[config.mk]
export PLATFORM = sky130hd
export DESIGN_NAME = lsu_mem_ctrl
export DESIGN_NICKNAME = d
export VERILOG_FILES = /design/src/rtl/lsu_mem_ctrl.sv
export SDC_FILE = /design/constraint.sdc
export NUM_CORES = 1
export LEC_CHECK = 0
export BUFFER_PORTS_ARGS = -buffer_cell sky130_fd_sc_hd__buf_2
export CORE_MARGIN = 2
export CORE_UTILIZATION = 52
export DETAILED_ROUTE_END_ITERATION = 8
export PLACE_DENSITY_LB_ADDON = 0.08
export RECOVER_POWER = 50
export SLEW_MARGIN = 20
export SYNTH_ARGS = -nofsm -noshare
export SYNTH_HDL_FRONTEND = slang
export SYNTH_SLANG_ARGS = --single-unit
[constraint.sdc]
create_clock -name clk -period 7.71 [get_ports clk]
set_input_delay 1.542 -clock clk [delete_from_list [all_inputs] [get_ports clk]]
set_output_delay 1.542 -clock clk [all_outputs]
set_load 0.05 [all_outputs]
[src/rtl/lsu_mem_ctrl.sv]
// ============================================================================
// Module   : lsu_mem_ctrl
// Brief    : RISC-V load/store controller for a word-wide, byte-addressed memory
// Revision : 1.0 - initial release
// ============================================================================
`default_nettype none

module lsu_mem_ctrl #(
    parameter int unsigned MEM_BYTES = 1024
) (
    input  logic        clk,
    input  logic        rst,
    input  logic        req_valid,
    output logic        req_ready,
    input  logic        req_we,
    input  logic [2:0]  req_funct3,
    input  logic [31:0] req_addr,
    input  logic [31:0] req_wdata,
    output logic        resp_valid,
    output logic [31:0] resp_rdata,
    output logic        resp_fault,
    output logic        busy,
    output logic        mem_we,
    output logic [31:0] mem_addr,
    output logic [31:0] mem_wdata,
    input  logic [31:0] mem_rdata
);

    typedef enum logic [2:0] {
        S_IDLE = 3'd0,
        S_RD0  = 3'd1,
        S_RD1  = 3'd2,
        S_WR0  = 3'd3,
        S_WR1  = 3'd4,
        S_RESP = 3'd5
    } state_t;

    function automatic logic [2:0] size_of(input logic [2:0] f3);
        case (f3[1:0])
            2'b00:   return 3'd1;
            2'b01:   return 3'd2;
            default: return 3'd4;
        endcase
    endfunction

    function automatic logic f3_legal(input logic we, input logic [2:0] f3);
        if (we) return (f3 == 3'b000) || (f3 == 3'b001) || (f3 == 3'b010);
        return (f3[1:0] != 2'b11) && (f3 != 3'b110);
    endfunction

    state_t      state_q;
    logic        we_q;
    logic [2:0]  f3_q;
    logic [31:0] addr_q;
    logic [31:0] wdata_q;
    logic [31:0] w0_q;
    logic [31:0] w1_q;
    logic        mem_we_q;
    logic [31:0] mem_addr_q;
    logic [31:0] mem_wdata_q;
    logic        resp_valid_q;
    logic [31:0] resp_rdata_q;
    logic        resp_fault_q;

    // Acceptance-time checks on the raw request
    logic [2:0]  w_req_size;
    logic [32:0] w_req_end;
    logic        w_req_fault;
    logic        w_req_sw_aligned;

    assign w_req_size       = size_of(req_funct3);
    assign w_req_end        = {1'b0, req_addr} + 33'(w_req_size);
    assign w_req_fault      = !f3_legal(req_we, req_funct3) || (w_req_end > 33'(MEM_BYTES));
    assign w_req_sw_aligned = req_we && (req_funct3 == 3'b010) && (req_addr[1:0] == 2'b00);

    logic [2:0]  w_size;
    logic [1:0]  w_off;
    logic        w_span;
    logic [31:0] w_a0;
    logic [31:0] w_a1;
    logic [31:0] w_lo;
    logic [31:0] w_hi;
    logic [63:0] w_old;
    logic [3:0]  w_lanes;
    logic [7:0]  w_bmask;
    logic [63:0] w_ins;
    logic [63:0] w_merged;
    logic [31:0] w_shr;
    logic [31:0] w_load;

    assign w_size = size_of(f3_q);
    assign w_off  = addr_q[1:0];
    assign w_span = ({2'b00, w_off} + {1'b0, w_size}) > 4'd4;
    assign w_a0   = {addr_q[31:2], 2'b00};
    assign w_a1   = w_a0 + 32'd4;

    // The word being read this cycle is not yet in w0_q/w1_q, so take it straight from the bus
    assign w_lo  = (state_q == S_RD0) ? mem_rdata : w0_q;
    assign w_hi  = (state_q == S_RD1) ? mem_rdata : w1_q;
    assign w_old = {w_hi, w_lo};

    assign w_lanes = (w_size == 3'd1) ? 4'b0001 : (w_size == 3'd2) ? 4'b0011 : 4'b1111;
    assign w_bmask = {4'b0000, w_lanes} << w_off;
    assign w_ins   = {32'b0, wdata_q} << {w_off, 3'b000};
    assign w_shr   = 32'(w_old >> {w_off, 3'b000});

    always_comb begin
        w_merged = w_old;
        for (int i = 0; i < 8; i++) begin
            if (w_bmask[i]) w_merged[8*i +: 8] = w_ins[8*i +: 8];
        end
    end

    always_comb begin
        case (f3_q)
            3'b000:  w_load = {{24{w_shr[7]}}, w_shr[7:0]};
            3'b001:  w_load = {{16{w_shr[15]}}, w_shr[15:0]};
            3'b100:  w_load = {24'b0, w_shr[7:0]};
            3'b101:  w_load = {16'b0, w_shr[15:0]};
            default: w_load = w_shr;
        endcase
    end

    always_ff @(posedge clk or posedge rst) begin
        if (rst) begin
            state_q      <= S_IDLE;
            we_q         <= 1'b0;
            f3_q         <= 3'b000;
            addr_q       <= 32'b0;
            wdata_q      <= 32'b0;
            w0_q         <= 32'b0;
            w1_q         <= 32'b0;
            mem_we_q     <= 1'b0;
            mem_addr_q   <= 32'b0;
            mem_wdata_q  <= 32'b0;
            resp_valid_q <= 1'b0;
            resp_rdata_q <= 32'b0;
            resp_fault_q <= 1'b0;
        end else begin
            mem_we_q     <= 1'b0;
            mem_addr_q   <= 32'b0;
            mem_wdata_q  <= 32'b0;
            resp_valid_q <= 1'b0;
            resp_rdata_q <= 32'b0;
            resp_fault_q <= 1'b0;
            case (state_q)
                S_IDLE: begin
                    if (req_valid) begin
                        we_q    <= req_we;
                        f3_q    <= req_funct3;
                        addr_q  <= req_addr;
                        wdata_q <= req_wdata;
                        w0_q    <= 32'b0;
                        w1_q    <= 32'b0;
                        if (w_req_fault) begin
                            state_q      <= S_RESP;
                            resp_valid_q <= 1'b1;
                            resp_fault_q <= 1'b1;
                        end else if (w_req_sw_aligned) begin
                            state_q     <= S_WR0;
                            mem_we_q    <= 1'b1;
                            mem_addr_q  <= {req_addr[31:2], 2'b00};
                            mem_wdata_q <= req_wdata;
                        end else begin
                            state_q    <= S_RD0;
                            mem_addr_q <= {req_addr[31:2], 2'b00};
                        end
                    end
                end
                S_RD0: begin
                    w0_q <= mem_rdata;
                    if (w_span) begin
                        state_q    <= S_RD1;
                        mem_addr_q <= w_a1;
                    end else if (we_q) begin
                        state_q     <= S_WR0;
                        mem_we_q    <= 1'b1;
                        mem_addr_q  <= w_a0;
                        mem_wdata_q <= w_merged[31:0];
                    end else begin
                        state_q      <= S_RESP;
                        resp_valid_q <= 1'b1;
                        resp_rdata_q <= w_load;
                    end
                end
                S_RD1: begin
                    w1_q <= mem_rdata;
                    if (we_q) begin
                        state_q     <= S_WR0;
                        mem_we_q    <= 1'b1;
                        mem_addr_q  <= w_a0;
                        mem_wdata_q <= w_merged[31:0];
                    end else begin
                        state_q      <= S_RESP;
                        resp_valid_q <= 1'b1;
                        resp_rdata_q <= w_load;
                    end
                end
                S_WR0: begin
                    if (w_span) begin
                        state_q     <= S_WR1;
                        mem_we_q    <= 1'b1;
                        mem_addr_q  <= w_a1;
                        mem_wdata_q <= w_merged[63:32];
                    end else begin
                        state_q      <= S_RESP;
                        resp_valid_q <= 1'b1;
                    end
                end
                S_WR1: begin
                    state_q      <= S_RESP;
                    resp_valid_q <= 1'b1;
                end
                S_RESP:  state_q <= S_IDLE;
                default: state_q <= S_IDLE;
            endcase
        end
    end

    assign req_ready  = (state_q == S_IDLE) && !rst;
    assign busy       = (state_q != S_IDLE);
    assign mem_we     = mem_we_q;
    assign mem_addr   = mem_addr_q;
    assign mem_wdata  = mem_wdata_q;
    assign resp_valid = resp_valid_q;
    assign resp_rdata = resp_rdata_q;
    assign resp_fault = resp_fault_q;

endmodule

`default_nettype wire

==> metrics.yaml <==
timing:
  fin_crit_sh_pct: 68.51
  max_freq_ghz: 0.1893
  setup_viol: 0
  skew_ps: 19.18
  maxSlewHeadroom_pct: -141.5
  finalHoldViolations: 0
  drv_slew: 243
  tightest_slew_ps: 3622
  fin_tns_setup_ps: 0
  post-route-min-period_ps: 5282
  rsz0062_at_grt: "false"
route:
  routedLengthMet1_um: 18760
  vias_per_cell: 5.800
  postRouteAntennaNets: 0
  dr_total_vias: 11190
  routed_wl_um: 38990
  drc: 0
  dr.pass1.iters: 6
  routedWlPerCell_um: 20.21
  met2_length_um: 16080
  drt-initial-drc-count: 1163
  wl_met3_um: 3484
  top_layer: "met4"
clocking:
  clkTransAtPathRegs_ps: 60
  cts_tree: "built"
  numCtsBuffers: 26
  cts_setup_buffers: 0
  htree_num_levels: 1
  insertion_delay_ps: 540
  cts_resized: 0
  clock_path_buffers: 3
  hold_buffers: 0
  root_buffer: "clkbuf_16"
  cts.sinks: 232
floorplanning:
  die_h_um: 159.0
  initial_core_util_pct: 53.07
  top_level_ports: 204
  num_rows: 56
  core_mm2: 0.02354
  die_area_mm2: 0.02528
  die_w_um: 159.0
worst_setup_path:
  end_kind: "register"
  crit_fanout: 67
  worstPathRequired_ps: 8150
  path_delay_family: "simple AND/OR/NAND/NOR gates"
  timing.reg2reg.setup_slack_ps: 2740
  worstPathArrival_ps: 5720
  cp_slowest_cell: "and2_0"
  worstPathCellList: "clkbuf_1, and2_0, buf_4, nand2_1, o21ai_2"
  timing.rr.start: "state_q[0]"
  critPathBufInv: 2
  criticalPathCategory: "input port to register"
  slowest_delay_ps: 2640
  r2r-end: "mem_wdata[17]"
  start_kind: "input port"
  r2r_cells: 5
flow_run:
  max_cap_violations: 4
synthesis:
  synthCells: 1440
  ys_seq_area_share_pct: 46.47
  async_flop_share_pct: 100.0
  yosysUniqueCellTypes: 68
  syn_avg_cell_area_um2: 8.677
  ys_warn_count: 0
  synth_area_leaders: "dfrtp_1, nand2_1, mux2i_1"
  synth_top_flop_cell: "dfrtp_1"
  synth_area_mm2: 0.01249
  synth_top_cell_by_area: "dfrtp_1"
  yosysTopAreaCellShare_pct: 46.47
  synth_seq_cells: 232
  synth_edf_count: 0
global_routing:
  grt-ovfl-total: 0
  grt_max_degree: 135
  antenna_found_initial: 1
  grt_pass1_wl_um: 60620
  grt_pass1_vias: 10340
  grtUsageTotal_pct: 30.48
finish:
  final_nets: 1705
  syn2layout_area_growth_pct: 15.91
  drive_gt1_share_pct: 18.96
  final_common_cell: "nand2_1"
  layout_common_cells: "nand2_1, dfrtp_1, buf_2, nor2_1, o21ai_0"
  utilization_pct: 61.52
hold_path:
  hold_end: "mem_addr[19]"
  hp-class: "register to register"
  worstHoldStart: "addr_q[19]"
  hold_depth: 1
pwr:
  vdd_drop_max_mv: 0.2239
  p_leak_nw: 7.050
  power_w: 0.006862
  powerDensity_mw_per_mm2: 473.8
place:
  place_hpwl_um: 27900
  gp_congestion: 0.9156
  port_buffers: 201
status:
  violations: "capacitance limit, slew limit"
  outcome: "complete, but fails checks"
-- layer usage --
metal  GRT usage, %  vias up
met2          42.55      479
met5              0        -
met3          5.574       47
li1               -     5292
met1          48.95     5371
met4          6.983        0
-- how the worst max path moves through the flow --
stage,start,end,slack (ps),depth (start not counted)
2_1_floorplan,rst,addr_q[0],3130,1
3_3_place_gp,req_funct3[0],mem_wdata[11],2750,11
3_5_place_dp,req_funct3[1],mem_wdata[19],2690,12
4_1_cts,req_funct3[0],mem_wdata[21],3220,11
5_1_grt,rst,w1_q[16],1930,3
6_report,req_valid,mem_wdata[17],2430,5
-- flip-flops by register name (all words and copies together), names as in the netlist --
| name | flops |
|---|---|
| addr_q | 32 |
| f3_q | 3 |
| mem_addr | 30 |
| mem_wdata | 32 |
| mem_we | 1 |
| resp_fault | 1 |
| resp_rdata | 32 |
| resp_valid | 1 |
| state_q | 3 |
| w0_q | 32 |
| w1_q | 32 |
| wdata_q | 32 |
| we_q | 1 |
-- stage by stage --
stage | hold slack [ps] | cell area (um^2) | cells | setup WS [ps]
floorplan | 460.4 | 12500 | 1441 | 3132
global placement | 490.0 | 13660 | 1883 | 2747
detailed placement | 495.1 | 13660 | 1883 | 2685
CTS | 502.6 | 14530 | 1928 | 3216
global route | 534.0 | 14480 | 1929 | 1930
finish | 506.9 | 14480 | 1929 | 2428
-- logic make-up after synthesis --
| family | after synthesis | share of synthesized area [%] |
|---|---|---|
| AND/OR/NAND/NOR | 624 | 21.51 |
| AO/OA/AOI/OAI | 324 | 15.80 |
| flip-flops | 232 | 46.47 |
| multiplexers | 128 | 10.53 |
| buffers and inverters | 107 | 3.555 |
| XOR/XNOR | 14 | 0.9814 |
| adder cells (fa/ha/maj) | 10 | 1.122 |
| other | 1 | 0.03001 |
-- power by group --
| group | switching, W | total [W] | internal (W) |
|---|---|---|---|
| clock network | 0.000484 | 0.00124 | 0.000759 |
| logic | 0.00253 | 0.00360 | 0.00106 |
| registers | 0.000321 | 0.00202 | 0.00170 |
| total | 0.00334 | 0.00686 | 0.00352 |
-- cell type report --
type	count	area [um^2]
diodes	1	2.502
clock buffers	37	773.2
clock inverters	8	93.84
fillers	2169	9060
inverters	15	57.56
multi-input cells	1102	6269
flip-flops and latches	232	5808
well taps	319	399.1
repair buffers	215	1080
-- cell usage after synthesis, drive strengths merged, types with 2 or more instances --
cell / n
or3: 3
nand2b: 3
or2: 6
a211oi: 2
a31o: 2
o32ai: 2
buf: 24
dfrtp: 232
and3: 18
a41oi: 2
nand2: 347
inv: 15
o211ai: 11
nand3: 19
nor3: 18
mux2i: 100
clkbuf: 68
mux2: 28
nor2b: 4
o21bai: 2
a31oi: 17
a22o: 3
and4: 6
a22oi: 27
nand4: 20
fa: 2
o22ai: 3
a221oi: 9
xnor2: 7
xor2: 7
o2111ai: 2
nor2: 156
ha: 8
and2: 8
a21oi: 87
o21ai: 145
nor3b: 6
nor4: 8
(Power assumes the default switching activity.)
